$ cat config.mk
export PLATFORM = sky130hd
export DESIGN_NAME = serial_frame_monitor_flat
export DESIGN_NICKNAME = d
export VERILOG_FILES = /design/src/rtl/serial_frame_mon_pkg.sv /design/src/rtl/serial_frame_monitor_if.sv /design/src/rtl/serial_frame_monitor_frame_shreg.sv /design/src/rtl/serial_frame_monitor.sv /design/src/flat_wrapper.sv
export SDC_FILE = /design/constraint.sdc
export NUM_CORES = 1
export LEC_CHECK = 0
export CORE_MARGIN = 2
export CORE_UTILIZATION = 56
export CTS_CLUSTER_SIZE = 8
export DETAILED_ROUTE_END_ITERATION = 6
export GPL_TIMING_DRIVEN = 0
export MAX_ROUTING_LAYER = met4
export PLACE_DENSITY = 0.94
export SLEW_MARGIN = 20
export SYNTH_ARGS = -nofsm -noshare
export SYNTH_HDL_FRONTEND = slang
export SYNTH_SLANG_ARGS = --single-unit
export TNS_END_PERCENT = 1
$ cat constraint.sdc
create_clock -name CLK -period 4.38 [get_ports CLK]
set_input_delay 0.657 -clock CLK [delete_from_list [all_inputs] [get_ports CLK]]
set_output_delay 0.657 -clock CLK [all_outputs]
set_load 0.05 [all_outputs]
$ cat src/rtl/serial_frame_mon_pkg.sv
// Shared types and defaults for serial_frame_monitor: FSM state enum, default
// frame geometry and the first-mismatch helper used by the optional ERR_POS output.
package serial_frame_mon_pkg;

    typedef enum logic {
        HUNT = 1'b0,
        LOCK = 1'b1
    } mon_state_e;

    localparam int unsigned DEF_FRAME_LEN = 10;
    localparam logic [DEF_FRAME_LEN-1:0] DEF_PATTERN = 10'b1111110000;
    localparam int unsigned MAX_FRAME_LEN = 64;

    // Index of the first differing bit counted from the MSB of a len-bit field
    // (0 = first bit received); 0 when the fields are equal.
    function automatic int unsigned first_mismatch(
        input logic [MAX_FRAME_LEN-1:0] a,
        input logic [MAX_FRAME_LEN-1:0] b,
        input int unsigned              len
    );
        logic [MAX_FRAME_LEN-1:0] diff;
        int unsigned idx;
        logic        found;
        diff  = a ^ b;
        idx   = 0;
        found = 1'b0;
        for (int unsigned i = 0; i < MAX_FRAME_LEN; i++) begin
            if (i < len && !found && diff[len-1-i]) begin
                idx   = i;
                found = 1'b1;
            end
        end
        return idx;
    endfunction

endpackage

$ cat src/rtl/serial_frame_monitor_if.sv
// Serial input and status/report bundle of serial_frame_monitor.
// ERR_POS exists only when SERIAL_FRAME_MON_ERRPOS_EN is defined.
interface serial_frame_monitor_if #(
    parameter int unsigned FRAME_LEN = serial_frame_mon_pkg::DEF_FRAME_LEN,
    parameter int unsigned CNT_W     = 8
);
    localparam int unsigned POS_W = $clog2(FRAME_LEN);

    logic                 SER_IN;
    logic                 LOCKED;
    logic                 FRAME_VLD;
    logic                 FRAME_ERR;
    logic [FRAME_LEN-1:0] FRAME_Q;
    logic [CNT_W-1:0]     FRAME_CNT;
    logic [CNT_W-1:0]     ERR_CNT;
`ifdef SERIAL_FRAME_MON_ERRPOS_EN
    logic [POS_W-1:0]     ERR_POS;
`endif

    modport master (
        output SER_IN,
        input  LOCKED, FRAME_VLD, FRAME_ERR, FRAME_Q, FRAME_CNT, ERR_CNT
`ifdef SERIAL_FRAME_MON_ERRPOS_EN
        , input ERR_POS
`endif
    );

    modport slave (
        input  SER_IN,
        output LOCKED, FRAME_VLD, FRAME_ERR, FRAME_Q, FRAME_CNT, ERR_CNT
`ifdef SERIAL_FRAME_MON_ERRPOS_EN
        , output ERR_POS
`endif
    );

endinterface

$ cat src/rtl/serial_frame_monitor_frame_shreg.sv
// frame_shreg: FRAME_LEN-bit serial-in shift register; exposes the post-shift
// window and its equality against PATTERN for use on the same edge.
module frame_shreg
    import serial_frame_mon_pkg::*;
#(
    parameter int unsigned          FRAME_LEN = DEF_FRAME_LEN,
    parameter logic [FRAME_LEN-1:0] PATTERN   = DEF_PATTERN
) (
    input  logic                 clk,
    input  logic                 rst,
    input  logic                 ser_in,
    output logic [FRAME_LEN-1:0] window,
    output logic                 match
);

    logic [FRAME_LEN-1:0] shreg_q;
    logic [FRAME_LEN-1:0] shreg_d;
    logic                 unused_oldest;

    always_comb begin
        shreg_d = {shreg_q[FRAME_LEN-2:0], ser_in};
    end

    always_ff @(posedge clk) begin
        if (rst) begin
            shreg_q <= '0;
        end else begin
            shreg_q <= shreg_d;
        end
    end

    // The oldest stored bit is shifted out before it is ever part of a window.
    assign unused_oldest = shreg_q[FRAME_LEN-1];
    assign window        = shreg_d;
    assign match         = (shreg_d == PATTERN);

endmodule

$ cat src/rtl/serial_frame_monitor.sv
// Serial frame monitor: hunts for PATTERN, then checks every FRAME_LEN-bit frame.
// Optional ERR_POS output enabled by defining SERIAL_FRAME_MON_ERRPOS_EN.
module serial_frame_monitor
    import serial_frame_mon_pkg::*;
#(
    parameter int unsigned          FRAME_LEN = DEF_FRAME_LEN,
    parameter logic [FRAME_LEN-1:0] PATTERN   = DEF_PATTERN,
    parameter int unsigned          MAX_ERR   = 2,
    parameter int unsigned          CNT_W     = 8
) (
    input logic                   CLK,
    input logic                   RST,
    serial_frame_monitor_if.slave bus
);

    localparam int unsigned       BIT_W      = $clog2(FRAME_LEN);
    localparam int unsigned       CONS_W     = $clog2(MAX_ERR + 1);
    localparam logic [BIT_W-1:0]  LAST_BIT   = BIT_W'(FRAME_LEN - 1);
    localparam logic [CONS_W-1:0] CONS_LIMIT = CONS_W'(MAX_ERR);

    logic [FRAME_LEN-1:0] window;
    logic                 match;

    mon_state_e           state_q, state_d;
    logic [BIT_W-1:0]     bit_cnt_q, bit_cnt_d;
    logic [CONS_W-1:0]    cons_q, cons_d;
    logic                 locked_q, locked_d;
    logic                 vld_q, vld_d;
    logic                 err_q, err_d;
    logic [FRAME_LEN-1:0] frm_q, frm_d;
    logic [CNT_W-1:0]     good_cnt_q, good_cnt_d;
    logic [CNT_W-1:0]     bad_cnt_q, bad_cnt_d;
    logic [CONS_W-1:0]    cons_inc;
`ifdef SERIAL_FRAME_MON_ERRPOS_EN
    logic [BIT_W-1:0]     err_pos_q, err_pos_d;
`endif

    frame_shreg #(
        .FRAME_LEN (FRAME_LEN),
        .PATTERN   (PATTERN)
    ) u_shreg (
        .clk    (CLK),
        .rst    (RST),
        .ser_in (bus.SER_IN),
        .window (window),
        .match  (match)
    );

    assign cons_inc = cons_q + CONS_W'(1);

    always_comb begin
        state_d    = state_q;
        bit_cnt_d  = bit_cnt_q;
        cons_d     = cons_q;
        vld_d      = 1'b0;
        err_d      = 1'b0;
        frm_d      = frm_q;
        good_cnt_d = good_cnt_q;
        bad_cnt_d  = bad_cnt_q;
`ifdef SERIAL_FRAME_MON_ERRPOS_EN
        err_pos_d  = err_pos_q;
`endif
        unique case (state_q)
            HUNT: begin
                if (match) begin
                    state_d    = LOCK;
                    vld_d      = 1'b1;
                    frm_d      = window;
                    bit_cnt_d  = '0;
                    good_cnt_d = (good_cnt_q == '1) ? good_cnt_q : good_cnt_q + CNT_W'(1);
                end
            end
            LOCK: begin
                bit_cnt_d = (bit_cnt_q == LAST_BIT) ? '0 : bit_cnt_q + BIT_W'(1);
                if (bit_cnt_q == LAST_BIT) begin
                    frm_d = window;
                    if (match) begin
                        vld_d      = 1'b1;
                        cons_d     = '0;
                        good_cnt_d = (good_cnt_q == '1) ? good_cnt_q : good_cnt_q + CNT_W'(1);
                    end else begin
                        err_d     = 1'b1;
                        bad_cnt_d = (bad_cnt_q == '1) ? bad_cnt_q : bad_cnt_q + CNT_W'(1);
`ifdef SERIAL_FRAME_MON_ERRPOS_EN
                        err_pos_d = BIT_W'(first_mismatch(MAX_FRAME_LEN'(window),
                                                          MAX_FRAME_LEN'(PATTERN), FRAME_LEN));
`endif
                        if (cons_inc == CONS_LIMIT) begin
                            state_d = HUNT;
                            cons_d  = '0;
                        end else begin
                            cons_d  = cons_inc;
                        end
                    end
                end
            end
            default: state_d = HUNT;
        endcase
        locked_d = (state_d == LOCK);
    end

    always_ff @(posedge CLK) begin
        if (RST) begin
            state_q    <= HUNT;
            bit_cnt_q  <= '0;
            cons_q     <= '0;
            locked_q   <= 1'b0;
            vld_q      <= 1'b0;
            err_q      <= 1'b0;
            frm_q      <= '0;
            good_cnt_q <= '0;
            bad_cnt_q  <= '0;
`ifdef SERIAL_FRAME_MON_ERRPOS_EN
            err_pos_q  <= '0;
`endif
        end else begin
            state_q    <= state_d;
            bit_cnt_q  <= bit_cnt_d;
            cons_q     <= cons_d;
            locked_q   <= locked_d;
            vld_q      <= vld_d;
            err_q      <= err_d;
            frm_q      <= frm_d;
            good_cnt_q <= good_cnt_d;
            bad_cnt_q  <= bad_cnt_d;
`ifdef SERIAL_FRAME_MON_ERRPOS_EN
            err_pos_q  <= err_pos_d;
`endif
        end
    end

    assign bus.LOCKED    = locked_q;
    assign bus.FRAME_VLD = vld_q;
    assign bus.FRAME_ERR = err_q;
    assign bus.FRAME_Q   = frm_q;
    assign bus.FRAME_CNT = good_cnt_q;
    assign bus.ERR_CNT   = bad_cnt_q;
`ifdef SERIAL_FRAME_MON_ERRPOS_EN
    assign bus.ERR_POS   = err_pos_q;
`endif

endmodule

$ cat src/flat_wrapper.sv
// flat-port wrapper written by rule: the top's interface ports become plain ports
module serial_frame_monitor_flat import serial_frame_mon_pkg::*;
#(
    parameter int unsigned          FRAME_LEN = DEF_FRAME_LEN,
    parameter logic [FRAME_LEN-1:0] PATTERN   = DEF_PATTERN,
    parameter int unsigned          MAX_ERR   = 2,
    parameter int unsigned          CNT_W     = 8
)
  (CLK, RST, bus_SER_IN, bus_LOCKED, bus_FRAME_VLD, bus_FRAME_ERR, bus_FRAME_Q, bus_FRAME_CNT, bus_ERR_CNT);
  serial_frame_monitor_if #(.FRAME_LEN(FRAME_LEN), .CNT_W(CNT_W)) bus_i ();
  input logic CLK;
  input logic RST;
  input wire logic [$bits(bus_i.SER_IN)-1:0] bus_SER_IN;
  output wire logic [$bits(bus_i.LOCKED)-1:0] bus_LOCKED;
  output wire logic [$bits(bus_i.FRAME_VLD)-1:0] bus_FRAME_VLD;
  output wire logic [$bits(bus_i.FRAME_ERR)-1:0] bus_FRAME_ERR;
  output wire logic [$bits(bus_i.FRAME_Q)-1:0] bus_FRAME_Q;
  output wire logic [$bits(bus_i.FRAME_CNT)-1:0] bus_FRAME_CNT;
  output wire logic [$bits(bus_i.ERR_CNT)-1:0] bus_ERR_CNT;
  assign bus_i.SER_IN = bus_SER_IN;
  assign bus_LOCKED = bus_i.LOCKED;
  assign bus_FRAME_VLD = bus_i.FRAME_VLD;
  assign bus_FRAME_ERR = bus_i.FRAME_ERR;
  assign bus_FRAME_Q = bus_i.FRAME_Q;
  assign bus_FRAME_CNT = bus_i.FRAME_CNT;
  assign bus_ERR_CNT = bus_i.ERR_CNT;
  serial_frame_monitor #(.FRAME_LEN(FRAME_LEN), .PATTERN(PATTERN), .MAX_ERR(MAX_ERR), .CNT_W(CNT_W)) u_core (.CLK(CLK), .RST(RST), .bus(bus_i));
endmodule
# == Word-level counts from Yosys, hierarchy flattened ==
# Cells that the tools add are included.
# classes
n_mux,20
n_eq_ne,7
n_addsub,4
reduce_logical,4
n_bitwise,4
# ops
op,n
$mux W8,3
$mux W10,2
$pmux W10 S2,1
$add A8 B1 Y8 const B,2
$eq A8 B8 Y1 const B,2
$pmux W8 S2,1
$eq A10 B10 Y1 const B,1
$mux W4,2
$pmux W4 S2,1
$mux W1,6
$add A4 B1 Y4 const B,1
$eq A4 B4 Y1 const B,1
$mux W2,2
$not A1 Y1,4
$pmux W1 S2,2
$reduce_and A2 Y1,2
$reduce_and A4 Y1,1
$reduce_or A3 Y1,1
$add A2 B1 Y2 const B,1
$eq A2 B2 Y1 const B,1
$ne A2 B1 Y1 const B,1
$ne A2 B2 Y1 const B,1
# totals
ff_bits,44
elab_cells,48

# == Logic depth before layout (Yosys ltp) ==
# depth
word_depth,6
ltp_mapped,7
depth_no_buf,6

# == Modules after synthesis ==
# A second synthesis with hierarchy kept.
# hier_totals
hier_cells,195
area_unflattened_um2,1850.5
# by_module_without_submodules
mod,cells_each,area_each_um2,instances,seq_area_each_um2
serial_frame_monitor,173,1574.0,1,700.7
frame_shreg,22,276.5,1,180.2

# == Least setup slack after synthesis ==
# Ideal clock, no wire load.
# synth_path
path_type,register -> register
from,register u_core.state_q
to,register u_core.bad_cnt_q[5] (netlist: u_core.bus.ERR_CNT[5])
path_stages_with_launch,7
arrival_ps,1992
setup_slack_ps,2267
path_buffers,2
period_less_slack_ps,2113
t_required_ps,4259
setup_time_ps,121
cell_sequence,dfxtp_1 buf_4 and4b_1 o31ai_4 buf_6 nor4_2 mux2_4
# synth_via
elab_chain_len,1
# synth_lines
item,line_no,text
start: declaration,serial_frame_monitor.sv:24,"mon_state_e state_q, state_d;"
start signal: assignment,serial_frame_monitor.sv:117,state_q <= state_d;
$reduce_and A4 Y1 (no source line),n/a,
end signal: assignment,serial_frame_monitor.sv:125,bad_cnt_q <= bad_cnt_d;
end: declaration,serial_frame_monitor.sv:32,"logic [CNT_W-1:0] bad_cnt_q, bad_cnt_d;"
# No other way between the ends.
# A chain may end at the register's enable or synchronous reset.

# == Worst setup path in the final report ==
# layout_path
from,input bus_SER_IN
to,register u_core.bad_cnt_q[5] (netlist: u_core.bus.ERR_CNT[5])
# layout_via
elab_chain_len,3
# layout_lines
item,line_no,text
start: declaration,flat_wrapper.sv:13,input wire logic [$bits(bus_i.SER_IN)-1:0] bus_SER_IN;
$eq A10 B10 Y1,serial_frame_monitor_frame_shreg.sv:35,assign match = (shreg_d == PATTERN);
$not A1 Y1 (no source line),n/a,
$reduce_and A4 Y1 (no source line),n/a,
# No other way between the ends.

==> results.cfg <==
[outcome]
status = finished, final reports clean

[cts]
cts-root-buf = clkbuf_4
post-cts-setup-buffers = 0
clk_path_buf_depth = 2
clk_latency_ns = 0.34
cts_num_sinks = 44
cts_buffers = 5
cts_htree_levels = 2
ctsResizeCount = 0
path_clk_slew_ns = 0.12
postCtsHoldBufs = 0
cts_tree = built

[sta]
skew_ns = 0.00995
setup_tns_ns = 0
period_share_pct = 53.6
hold_viol_final = 0
fmax_mhz = 426
finalMaxSlewViolations = 0
min_period_ns = 2.35
worst-slew-pin-transition_ns = 0.546
slew-limit-headroom_pct = 63.6
setup_viol = 0
rsz0062_at_grt = no

[synthesis]
ys_seq_area_share_pct = 44.8
synth_edf_count = 0
netlist_area_um2 = 1960
yosysTopAreaCell = dfxtp_1
synth_most_common_cell = dfxtp_1
async_flop_share_pct = 0
yosys_warnings = 0
synth_top_area_share_pct = 44.8
synthCells = 201
synthTopCellsByArea = dfxtp_1, nor2b_1, mux2_2
ys.flop_type = dfxtp_1
synth_nets = 208
synth.distinct_cells = 45
synth_common_cells = dfxtp_1, nor2b_1, a21oi_1
avgSynthCellArea_um2 = 9.77
ys_ff_latch = 44

[critical_path]
required_ns = 4.62
reg2reg_to = u_core.bus.FRAME_CNT[5]$_SDFFE_PP0P_
cp-start-kind = input pin
criticalPathCategory = input pin to flip-flop
regToRegSetupSlack_ns = 2.38
crit_fanout = 10
arrival_ns = 2.59
rr_worst_depth = 6
crit_path_end_kind = flip-flop
r2r-start = u_core.bit_cnt_q[0]$_SDFFE_PP0P_

[routing]
drc = 0
routed_wl_mm = 3.84
drt-initial-drc-count = 73
drtPass1Iterations = 4
ant_nets = 0
vias = 1643
routed_via_density = 5.74
routedWlPerCell_um = 13.4

[layout]
final_cell_count_no_fill = 286
diodes = 0
synthToLayoutAreaGrowth_pct = 21.8
nets = 246
drive_gt1_share_pct = 12.5
fillerInstances = 273

[flow_run]
drv_cap = 0

[place]
dp.cells = 278
dp_hpwl_mm = 2.86
port_buffers = 31
gp_congestion = 0.883

[die]
start_util_pct = 58.4
rows = 21
dieArea_um2 = 4000
ioPinCount = 32
core_area_um2 = 3360
die_height_um = 63.2
die_w_um = 63.2

[worst_hold_path]
hold_path.class = flip-flop to flip-flop
min_from = u_core.bus.FRAME_Q[9]$_SDFFE_PP0P_
hold_end = u_core.bus.FRAME_Q[9]$_SDFFE_PP0P_
holdPathStages = 2

[global_route]
grt_pass1_wl_mm = 6.58
antenna_found_initial = 0
grt-ovfl-total = 0
grt_max_degree = 14
grt_pass1_vias = 1559
grt_usage_pct = 21.0

[power]
powerDensity_nw_per_um2 = 273
vdd_drop_max_uv = 223
finalPower_w = 0.000654
p_leak_nw = 0.824
critical path: stages:
cell,delay (ns)
clkdlybuf4s50_1,0.49
or4b_4,0.63
o31ai_4,0.28
buf_6,0.18
nor4_2,0.06
mux2_4,0.29
cell usage in the layout, fill, tap and decap left out, types with 6 or more instances in the layout:
cell type / count
nand2_1: 10
clkdlybuf4s50_1: 31
a21oi_1: 15
nor2_1: 10
nor3_1: 6
dfxtp_1: 44
mux2_2: 10
or4_1: 7
nor2b_1: 22
o21ai_0: 8
inv_1: 7
layer usage:
layer,wire (um),share of wire (%),vias up,global-route usage [%]
met1,1750,46,792,23.5
met4,29,0.76,0,6.25
met5,0,0,-,-
met3,151,3.9,4,5.36
li1,-,-,815,-
met2,1910,50,32,36.8
layout make-up:
cell class	count	area (um^2)	area share [%]
Clock buffer	6	51.3	2.14
Multi-Input combinational cell	142	1010	42.3
Tap cell	46	57.6	2.40
Inverter	7	26.3	1.10
Sequential cell	44	881	36.8
Buffer	8	43.8	1.83
Clock inverter	2	10.0	0.418
Timing Repair Buffer	31	310	13.0
cell families after synthesis:
logic type               count (synthesis)  synth area share [%]
multiplexers                            12                  7.01
buffers and inverters                   15                  3.57
adder cells (fa/ha/maj)                  4                  2.55
AND/OR/NAND/NOR                         84                  26.7
flip-flops                              44                  44.8
AO/OA/AOI/OAI                           42                  15.4
worst max path at each step:
stage                               from                                    to  cells after the start
5_1_grt                       bus_SER_IN  u_core.bus.FRAME_CNT[7]$_SDFFE_PP0P_                      6
3_3_place_gp                  bus_SER_IN    u_core.bus.ERR_CNT[5]$_SDFFE_PP0P_                      6
2_1_floorplan  u_core.state_q$_SDFF_PP0_    u_core.bus.ERR_CNT[5]$_SDFFE_PP0P_                      6
3_5_place_dp                  bus_SER_IN    u_core.bus.ERR_CNT[5]$_SDFFE_PP0P_                      6
6_report                      bus_SER_IN    u_core.bus.ERR_CNT[5]$_SDFFE_PP0P_                      6
4_1_cts                       bus_SER_IN    u_core.bus.ERR_CNT[5]$_SDFFE_PP0P_                      6
stage by stage:
step	worst slack (ns)	utilization (%)	hold WS (ns)	instance area, um^2
after floorplan	2.27	-	0.444	1960
after global placement	1.71	69.3	0.460	2330
after detailed placement	1.68	69.3	0.469	2330
after CTS	2.04	71.2	0.486	2390
after global routing	2.00	71.2	0.507	2390
final	2.03	71.2	0.480	2390
where the power goes:
group	internal, W	total [W]	leakage [nW]	switching [W]
registers	0.000405	0.000409	0.355	0.00000425
logic	0.0000166	0.0000457	0.431	0.0000291
clock network	0.0000766	0.000199	0.0380	0.000122
total	0.000498	0.000654	0.824	0.000156
flip-flops by register name, indices dropped and copies added, names as in the netlist:
name	cells
u_core.bit_cnt_q	4
u_core.bus.ERR_CNT	8
u_core.bus.FRAME_ERR	1
u_core.bus.FRAME_CNT	8
u_core.bus.FRAME_VLD	1
u_core.bus.FRAME_Q	10
u_core.state_q	1
u_core.cons_q	2
u_core.u_shreg.shreg_q	9
No activity file was read; power rests on OpenSTA's default activity.
